$ cat config.mk
export PLATFORM = sky130hd
export DESIGN_NAME = mem_arbiter
export DESIGN_NICKNAME = d
export VERILOG_FILES = /design/src/rtl/mem_arbiter.sv
export SDC_FILE = /design/constraint.sdc
export NUM_CORES = 1
export LEC_CHECK = 0
export BUFFER_PORTS_ARGS = -buffer_cell sky130_fd_sc_hd__buf_2
export CAP_MARGIN = 20
export CORE_MARGIN = 2
export CORE_UTILIZATION = 50
export DETAILED_ROUTE_END_ITERATION = 8
export GPL_TIMING_DRIVEN = 0
export PLACE_DENSITY = 0.83
export SLEW_MARGIN = 10
export SYNTH_ARGS = -nofsm -noshare
export SYNTH_HDL_FRONTEND = slang
export SYNTH_SLANG_ARGS = --single-unit
$ cat constraint.sdc
create_clock -name CLK -period 3.1 [get_ports CLK]
set_input_delay 0.465 -clock CLK [delete_from_list [all_inputs] [get_ports CLK]]
set_output_delay 0.465 -clock CLK [all_outputs]
set_load 0.02 [all_outputs]
$ cat src/rtl/mem_arbiter.sv
// rtl/mem_arbiter.sv - single registered owner of the RAM strobes, arbitrating CPU access against loader writes.
module mem_arbiter #(
    parameter int AW    = 4,
    parameter int DW    = 8,
    parameter int DEPTH = 16
) (
    input  logic          CLK,
    input  logic          nCLR,
    input  logic          run,
    input  logic          cpu_cs,
    input  logic          cpu_nce,
    input  logic [AW-1:0] cpu_addr,
    input  logic          ld_valid,
    input  logic [AW-1:0] ld_addr,
    input  logic [DW-1:0] ld_data,
    output logic          ld_ready,
    output logic          ld_err,
    output logic [AW-1:0] ram_addr,
    output logic [DW-1:0] ram_wdata,
    output logic          ram_cs,
    output logic          ram_nwe,
    output logic          ram_nce,
    output logic [AW:0]   ld_count,
    output logic          busy
);

    typedef enum logic [2:0] {
        IDLE     = 3'd0,
        CPU      = 3'd1,
        LD_SETUP = 3'd2,
        LD_WRITE = 3'd3,
        LD_RECOV = 3'd4
    } state_t;

    localparam logic [AW:0] countMax = (AW+1)'(DEPTH);
    localparam logic [AW:0] countOne = (AW+1)'(1);

    state_t        state;
    state_t        nextState;
    logic [AW-1:0] addrNext;
    logic [DW-1:0] wdataNext;
    logic          csNext;
    logic          nweNext;
    logic          nceNext;
    logic          readyNext;
    logic          errNext;
    logic [AW:0]   countNext;

    // Every output is computed here one cycle ahead and registered below,
    // so the RAM strobes never see combinational glitches.
    always_comb begin
        nextState = state;
        addrNext  = ram_addr;
        wdataNext = ram_wdata;
        csNext    = ram_cs;
        nweNext   = 1'b1;
        nceNext   = ram_nce;
        readyNext = 1'b0;
        errNext   = 1'b0;
        countNext = ld_count;
        case (state)
            IDLE: begin
                csNext  = 1'b0;
                nceNext = 1'b1;
                if (run && cpu_cs) begin
                    nextState = CPU;
                    addrNext  = cpu_addr;
                    csNext    = 1'b1;
                    nceNext   = cpu_nce;
                end else if (!run && ld_valid) begin
                    nextState = LD_SETUP;
                    addrNext  = ld_addr;
                    wdataNext = ld_data;
                    csNext    = 1'b1;
                    nceNext   = 1'b1;
                end else if (run && ld_valid) begin
                    errNext = 1'b1;
                end
            end
            CPU: begin
                if (run && cpu_cs) begin
                    addrNext = cpu_addr;
                    csNext   = 1'b1;
                    nceNext  = cpu_nce;
                end else begin
                    nextState = IDLE;
                    csNext    = 1'b0;
                    nceNext   = 1'b1;
                end
            end
            LD_SETUP: begin
                nextState = LD_WRITE;
                csNext    = 1'b1;
                nceNext   = 1'b1;
                nweNext   = 1'b0;
            end
            LD_WRITE: begin
                // Count only once the write pulse has fully completed.
                nextState = LD_RECOV;
                csNext    = 1'b0;
                nceNext   = 1'b1;
                readyNext = 1'b1;
                if (ld_count != countMax) begin
                    countNext = ld_count + countOne;
                end
            end
            LD_RECOV: begin
                nextState = IDLE;
                csNext    = 1'b0;
                nceNext   = 1'b1;
            end
            default: begin
                nextState = IDLE;
                csNext    = 1'b0;
                nceNext   = 1'b1;
            end
        endcase
    end

    always_ff @(posedge CLK or negedge nCLR) begin
        if (!nCLR) begin
            state     <= IDLE;
            ram_addr  <= '0;
            ram_wdata <= '0;
            ram_cs    <= 1'b0;
            ram_nwe   <= 1'b1;
            ram_nce   <= 1'b1;
            ld_ready  <= 1'b0;
            ld_err    <= 1'b0;
            ld_count  <= '0;
            busy      <= 1'b0;
        end else begin
            state     <= nextState;
            ram_addr  <= addrNext;
            ram_wdata <= wdataNext;
            ram_cs    <= csNext;
            ram_nwe   <= nweNext;
            ram_nce   <= nceNext;
            ld_ready  <= readyNext;
            ld_err    <= errNext;
            ld_count  <= countNext;
            busy      <= (nextState != IDLE);
        end
    end

endmodule

# Word level (Yosys, flattened, before mapping)
# Index checks and enable logic that the tools add are counted.
# Widths: inputs -> output; s select.
# classes
bitwise,1
n_addsub,1
n_eq_ne,6
mux,20
n_reduce_logical,11
# ops
operator,n
$mux 4,3
$pmux 3 s4,1
$mux 1,11
$mux 3,3
$pmux 4 s2,1
$eq 3x2->1 const B,2
$reduce_and 3->1,2
$add 5x1->5 const B,1
$ne 5x5->1 const B,1
$eq 3x1->1 const B,1
$logic_and 1x1->1,3
$logic_not 3->1,1
$ne 3x3->1 const B,1
$pmux 1 s3,1
$reduce_bool 3->1,1
$ne 2x2->1 const B,1
$reduce_and 2->1,1
$reduce_bool 2->1,1
$reduce_or 2->1,1
$logic_not 1->1,1
$not 1->1,1
# word_totals
input_bits,22
register_bits,26

# Logic depth before layout (Yosys ltp)
# Gate-level depths: netlist (run 1).
# logic_depth
ltp_word,6
ltp_mapped,5

# Worst setup path after synthesis (run 1)
# Ideal clock, no wire load.
# synth_timing
kind,reg2reg
from,register ld_count[0]
to,register ld_count[1]
required_ns,2.975
arrival_ns,1.421
path_slack_ns,1.554
synth_period_minus_slack_ns,1.546
path_buffers,0
path_stages_with_launch,6
path_cell_list,dfrtp_1 -> inv_1 -> ha_1 -> nor4bb_1 -> nor2b_1 -> mux2_2
# synth_between
elab_chain_cells,2
elab_cells_between_ends,3
classes_between,add/sub: 1; eq/ne: 1; reduce/logical: 1
# synth_lines
item,line,rtl
from (decl),23,"output logic [AW:0] ld_count,"
from (signal assigned),141,ld_count <= countNext;
"parallel branches: the longest is 2 deep, another holds $add 5x1->5",-,
# Several ways; the timed one is not identified.
# A chain may end at the register's enable or synchronous reset.

# Worst setup path after layout (run 1)
# Ends and elaborated chain as after synthesis.

==> impl_metrics.json, run 1 <==
{
  "status": "finished clean",
  "start_util_pct": 54.0,
  "post-cts-setup-buffers": 0,
  "start_kind": "flop",
  "clkTransAtPathRegs_ns": 0.13,
  "clock_latency_ns": 0.30,
  "power.static_leakage_nw": 0.689,
  "synth_compound_area_share_pct": 10.6,
  "drt_wl_total_microns": 1940,
  "num-fill-cells": 161,
  "grt_pass1_wl_microns": 3190,
  "place.gp.congestion": 0.748,
  "path_class": "flop to flop",
  "nNetsFinal": 152,
  "overflow": 0,
  "io_pins": 45,
  "path_delay_family": "simple AND/OR/NAND/NOR gates",
  "fp.dieW_microns": 50.5,
  "wl_met2_microns": 910,
  "endpoint_kind": "flop",
  "critPathSlowestCell": "dfrtp_1",
  "peakVddDrop_mv": 0.529,
  "p_per_area_nw_per_um2": 999,
  "synth_async_sr_flop_share_pct": 100,
  "power_mw": 1.37,
  "drv_cap": 0,
  "diodes": 0,
  "max_slew_margin_pct": 63.1,
  "synth_area_leaders": "dfrtp_1 (56%), mux2_2 (10%), dfstp_2 (4.9%)",
  "cts.sinks": 26,
  "post_route_cells_drive_above_1_share_pct": 52.0,
  "route.met3.wl_microns": 128,
  "yosysMostFrequentCell": "dfrtp_1",
  "hold_violations": 0,
  "cts-resized-gates": 0,
  "clock_skew_ns": 0.00670,
  "grt_pass1_vias": 758,
  "drtPass1Iterations": 4,
  "cp_slowest_stage_delay_ns": 0.43,
  "coreArea_sq_um": 2000,
  "drt-vias-per-instance": 5.07,
  "dpl_cell_area_sq_um": 1340,
  "io_buffers": 44,
  "cp.arrival_ns": 1.77,
  "yosys-top-cells-count": "dfrtp_1 (24), mux2_2 (10)",
  "first_iter_violations": 16,
  "cts_buffers": 3,
  "hold_slack_ns": 0.124,
  "wire_per_inst_microns": 12.6,
  "antenna_found_initial": 0,
  "grt_max_degree": 27,
  "timing.final.max_slew_violations": 0,
  "drt-met1-wl_microns": 904,
  "synth_cells": 79,
  "ant_nets": 0,
  "area_delta_synth_final_pct": 26.9,
  "synth_top_family_by_area": "simple AND/OR/NAND/NOR gates",
  "synthFlopType": "dfrtp_1",
  "synth_area_sq_um": 1080,
  "crit_chain": "inv_1 > ha_1 > nor4bb_1 > nor2b_1 > mux2_2",
  "synth-simple-area-share_pct": 11.7,
  "worst-path-buf-inv": 1,
  "tightest_slew_ns": 0.553,
  "drc_errors": 0,
  "synthXorXnorAreaFrac_pct": 2.43,
  "fin_setup_tns_ns": 0,
  "root_buffer": "clkbuf_4",
  "synth_edf_count": 0,
  "synth-seq-area-share_pct": 60.4,
  "synth_adder_area_share_pct": 2.31,
  "cts_hold_buf": 0,
  "die_area_sq_um": 2550,
  "dieHeight_microns": 50.5,
  "multi_input_area_sq_um": 405,
  "hp-class": "primary input to asynchronous set/reset pin",
  "synth_cell_types": 26,
  "fin_area_sq_um": 1370,
  "grt.total_usage_pct": 16.2,
  "clockBufferDepth": 2,
  "crit_required_ns": 3.30,
  "ys_ff_latch": 26,
  "muxShareOfSynthArea_pct": 10.4,
  "htree_levels": 1,
  "rows": 16,
  "ys_warn_count": 0,
  "cts_tree": "yes",
  "register_area_sq_um": 653,
  "syn-num-nets": 103,
  "dp_hpwl_microns": 1410,
  "finalSetupViolations": 0,
  "finalCriticalPeriod_ns": 1.57,
  "synth_area_leader_cell": "dfrtp_1",
  "syn_avg_cell_area_sq_um": 13.7,
  "critPathMaxFanout": 4,
  "rsz0062_at_grt": "false",
  "top_layer": "met3",
  "fmax_mhz": 638,
  "post-route-period-util_pct": 50.5,
  "synth_top_area_share_pct": 55.6,
  "vias": 781
}
## sequential cells by signal, summed over array words and instances, names as in the netlist
register,flops
state,3
busy,1
ld_ready,1
ld_count,5
ram_nce,1
ram_addr,4
ram_wdata,8
ram_cs,1
ld_err,1
ram_nwe,1
## routing by layer
metal	vias up	track usage, %
li1	379	-
met1	371	21.4
met2	31	27.6
met3	0	2.98
met4	0	3.60
met5	-	0
## cell usage in the layout (no fill, tap or decap)
master	n
nand4b_1	1
nand2_1	4
nor4b_1	1
xnor2_1	3
nor4bb_1	1
clkbuf_4	3
dfstp_2	2
clkbuf_8	1
and3b_1	2
a21o_2	1
nor2b_1	2
a21boi_4	1
o21bai_1	1
ha_1	2
inv_1	2
nor3_1	1
o22ai_1	4
or3b_4	1
nand4_1	2
buf_2	44
and3b_2	1
buf_4	2
o21a_1	1
nor2_1	4
mux2_2	10
dfrtp_1	24
a2bb2oi_1	4
a21o_1	1
a21oi_1	1
## cells by family after synthesis
| logic type | after synthesis |
|---|---|
| AO/OA/AOI/OAI | 14 |
| flip-flops | 26 |
| multiplexers | 10 |
| AND/OR/NAND/NOR | 20 |
| buffers and inverters | 4 |
| XOR/XNOR | 3 |
| adder cells (fa/ha/maj) | 2 |
## worst reg2reg max path: cells and delay by family (launching register included)
kind / cells / cell delay [ns]
fa+ha+maj: 1 / 0.14
flops: 1 / 0.43
simple gates: 2 / 0.51
buf+inv: 1 / 0.10
mux: 1 / 0.29
## cell type report
| class | count | area share (%) |
|---|---|---|
| inverter | 2 | 0.547 |
| buffer | 2 | 1.09 |
| tap | 27 | 2.46 |
| clock buffer | 4 | 2.65 |
| multi-input combinational | 49 | 29.6 |
| sequential | 26 | 47.6 |
| timing repair buffer | 44 | 16.1 |
## where the power goes
part | internal, mW | switching (mW) | leakage [nW]
Combinational | 0.279 | 0.355 | 0.355
Sequential | 0.489 | 0.0867 | 0.313
Clock | 0.0716 | 0.0887 | 0.0210
Total | 0.840 | 0.531 | 0.689
## final timing paths
check	start	end	slack (ns)	cells after the start
worst max-delay path	ld_count[0]	ld_count[1]	1.53	5
worst min-delay path	nCLR	ram_wdata[5]	0.12	1
worst max register to register	ld_count[0]	ld_count[1]	1.53	5
worst min register to register	ram_wdata[3]	ram_wdata[3]	0.52	1
max in group asynchronous	nCLR	ld_count[0]	2.60	1
min in group CLK	cpu_cs	ld_err	0.34	2
## per-stage QoR
| stage | setup WS [ns] | util (%) | std cells |
|---|---|---|---|
| detailed placement | 1.53 | 66.7 | 150 |
| floorplan | 1.55 | - | 79 |
| finish | 1.53 | 68.5 | 154 |
| CTS | 1.55 | 68.5 | 154 |
| global route | 1.40 | 68.5 | 154 |
| global placement | 1.58 | 66.7 | 150 |
(Power assumes the default switching activity.)
==> inputs of run 2 (changes only) <==
- CORE_UTILIZATION: 50 -> 46
- PLACE_DENSITY: 0.83 -> 0.77
- clock period: 3.1 -> 1.6 ns (I/O delays scaled with it)
==> impl_metrics.json, run 2 (synthesis results as in run 1) <==
{
  "status": "finished clean",
  "drc_errors": 0,
  "final_common_cell": "buf_2",
  "vias": 796,
  "start_kind": "flop",
  "dieHeight_microns": 52.5,
  "fin_area_sq_um": 1390,
  "hold_violations": 0,
  "cts.sinks": 26,
  "place.gp.congestion": 0.765,
  "drtPass1Iterations": 3,
  "grt_max_degree": 27,
  "drv_cap": 0,
  "hold_slack_ns": 0.108,
  "root_buffer": "clkbuf_4",
  "p_per_area_nw_per_um2": 1900,
  "worstReg2RegEnd": "ram_wdata[5]",
  "fmax_mhz": 673,
  "clkTransAtPathRegs_ns": 0.13,
  "power.static_leakage_nw": 0.690,
  "io_pins": 45,
  "post_route_cells_drive_above_1_share_pct": 52.3,
  "finalSetupViolations": 0,
  "cp.arrival_ns": 1.69,
  "fin_setup_tns_ns": 0,
  "nNetsFinal": 153,
  "r2r_start": "state[0]",
  "start_util_pct": 48.9,
  "first_iter_violations": 4,
  "diodes": 0,
  "path_class": "flop to flop",
  "clock_latency_ns": 0.30,
  "dp_hpwl_microns": 1460,
  "hp-class": "primary input to flop",
  "cts_buffers": 3,
  "post-route-period-util_pct": 92.9,
  "largestRegisters": "ram_wdata (8), ld_count (5), ram_addr (4)",
  "fp.dieW_microns": 52.5,
  "overflow": 0,
  "startpoint": "state[0]",
  "area_delta_synth_final_pct": 28.6,
  "peakVddDrop_mv": 1.03,
  "drt-vias-per-instance": 5.10,
  "die_area_sq_um": 2750,
  "finalCriticalPeriod_ns": 1.49,
  "rr_worst_depth": 4,
  "grt_pass1_wl_microns": 3170,
  "post-cts-setup-buffers": 0,
  "wire_per_inst_microns": 12.4,
  "final_cell_mix": "buf_2 (44), dfrtp_1 (24), mux2_2 (10)",
  "grt_pass1_vias": 749,
  "ant_nets": 0,
  "clock_skew_ns": 0.00541,
  "antenna_found_initial": 0,
  "critPathMaxFanout": 8,
  "coreArea_sq_um": 2210,
  "largest-register": "ram_wdata",
  "io_buffers": 44,
  "rsz0062_at_grt": "false",
  "rows": 17,
  "grt.total_usage_pct": 15.9,
  "cts_tree": "yes",
  "largest_reg_flops": 8,
  "crit_required_ns": 1.80,
  "drt_wl_total_microns": 1930,
  "tightest_slew_ns": 0.545,
  "timing.final.max_slew_violations": 0,
  "dpl_cell_area_sq_um": 1340,
  "max_slew_margin_pct": 63.6,
  "worst-r2r-setup-slack_ns": 0.11,
  "clockBufferDepth": 2,
  "endpoint": "ram_wdata[5]",
  "htree_levels": 1,
  "endpoint_kind": "flop"
}
==> run 2: cell types whose count changed in the layout (fill, tap and decap cells not counted) <==
cell           previous run  this run
clkbuf_8                  1         0
nor2b_1                   2         1
nor4bb_4                  0         1
nor2b_2                   0         1
nor4bb_1                  1         0
dlygate4sd3_1             0         1
clkbuf_1                  0         1
==> run 2: through the flow <==
step	power (mW)	std cells	utilization (%)	worst slack [ns]
2_1_floorplan	1.97	79	-	0.0540
3_3_place_gp	2.33	151	60.4	0.0884
3_5_place_dp	2.37	151	60.4	0.0396
4_1_cts	2.65	156	62.0	0.0180
5_1_grt	2.84	156	62.8	0.0113
6_report	2.64	156	62.8	0.114
==> run 2: layout make-up <==
type	instances	area, sq um
clock buffers	4	26.3
fillers	187	822
well taps	28	35.0
inverters	2	7.51
repair buffers	45	230
plain buffers	2	15.0
multi-input cells	49	423
flip-flops and latches	26	653
==> run 2: timing repair <==
item,CTS,global route
hold buffers,1,0
resized for setup,0,3
setup endpoints to repair,0,1
endpoints found under the hold margin,24,0
==> run 2: where the power goes <==
part	switching, mW	leakage [nW]	internal, mW
logic	0.682	0.361	0.555
registers	0.185	0.313	0.948
clock network	0.174	0.0150	0.0971
total	1.04	0.690	1.60
==> run 2: critical path, cell delays in order, from the launching register on <==
cell	delay (ns)
dfrtp_1	0.46
nor2_1	0.23
and3b_1	0.19
buf_4	0.16
mux2_2	0.34
==> run 2: routing by layer <==
metal / up-vias / track usage [%] / routed length [microns]
li1: 381 / - / -
met1: 381 / 18.6 / 821
met2: 32 / 27.9 / 952
met3: 2 / 2.86 / 133
met4: 0 / 7.69 / 25
met5: - / 0 / 0
==> run 2: worst min-delay path by stage <==
stage	to	startpoint	cells past startpoint	slack [ns]
final	ld_err	cpu_cs	2	0.11
after floorplan	busy	nCLR	0	-0.06
after CTS	ld_err	cpu_cs	2	0.09
after global placement	ram_wdata[4]	nCLR	1	0.25
after global routing	ld_err	cpu_cs	2	0.09
after detailed placement	ram_wdata[6]	nCLR	1	0.26
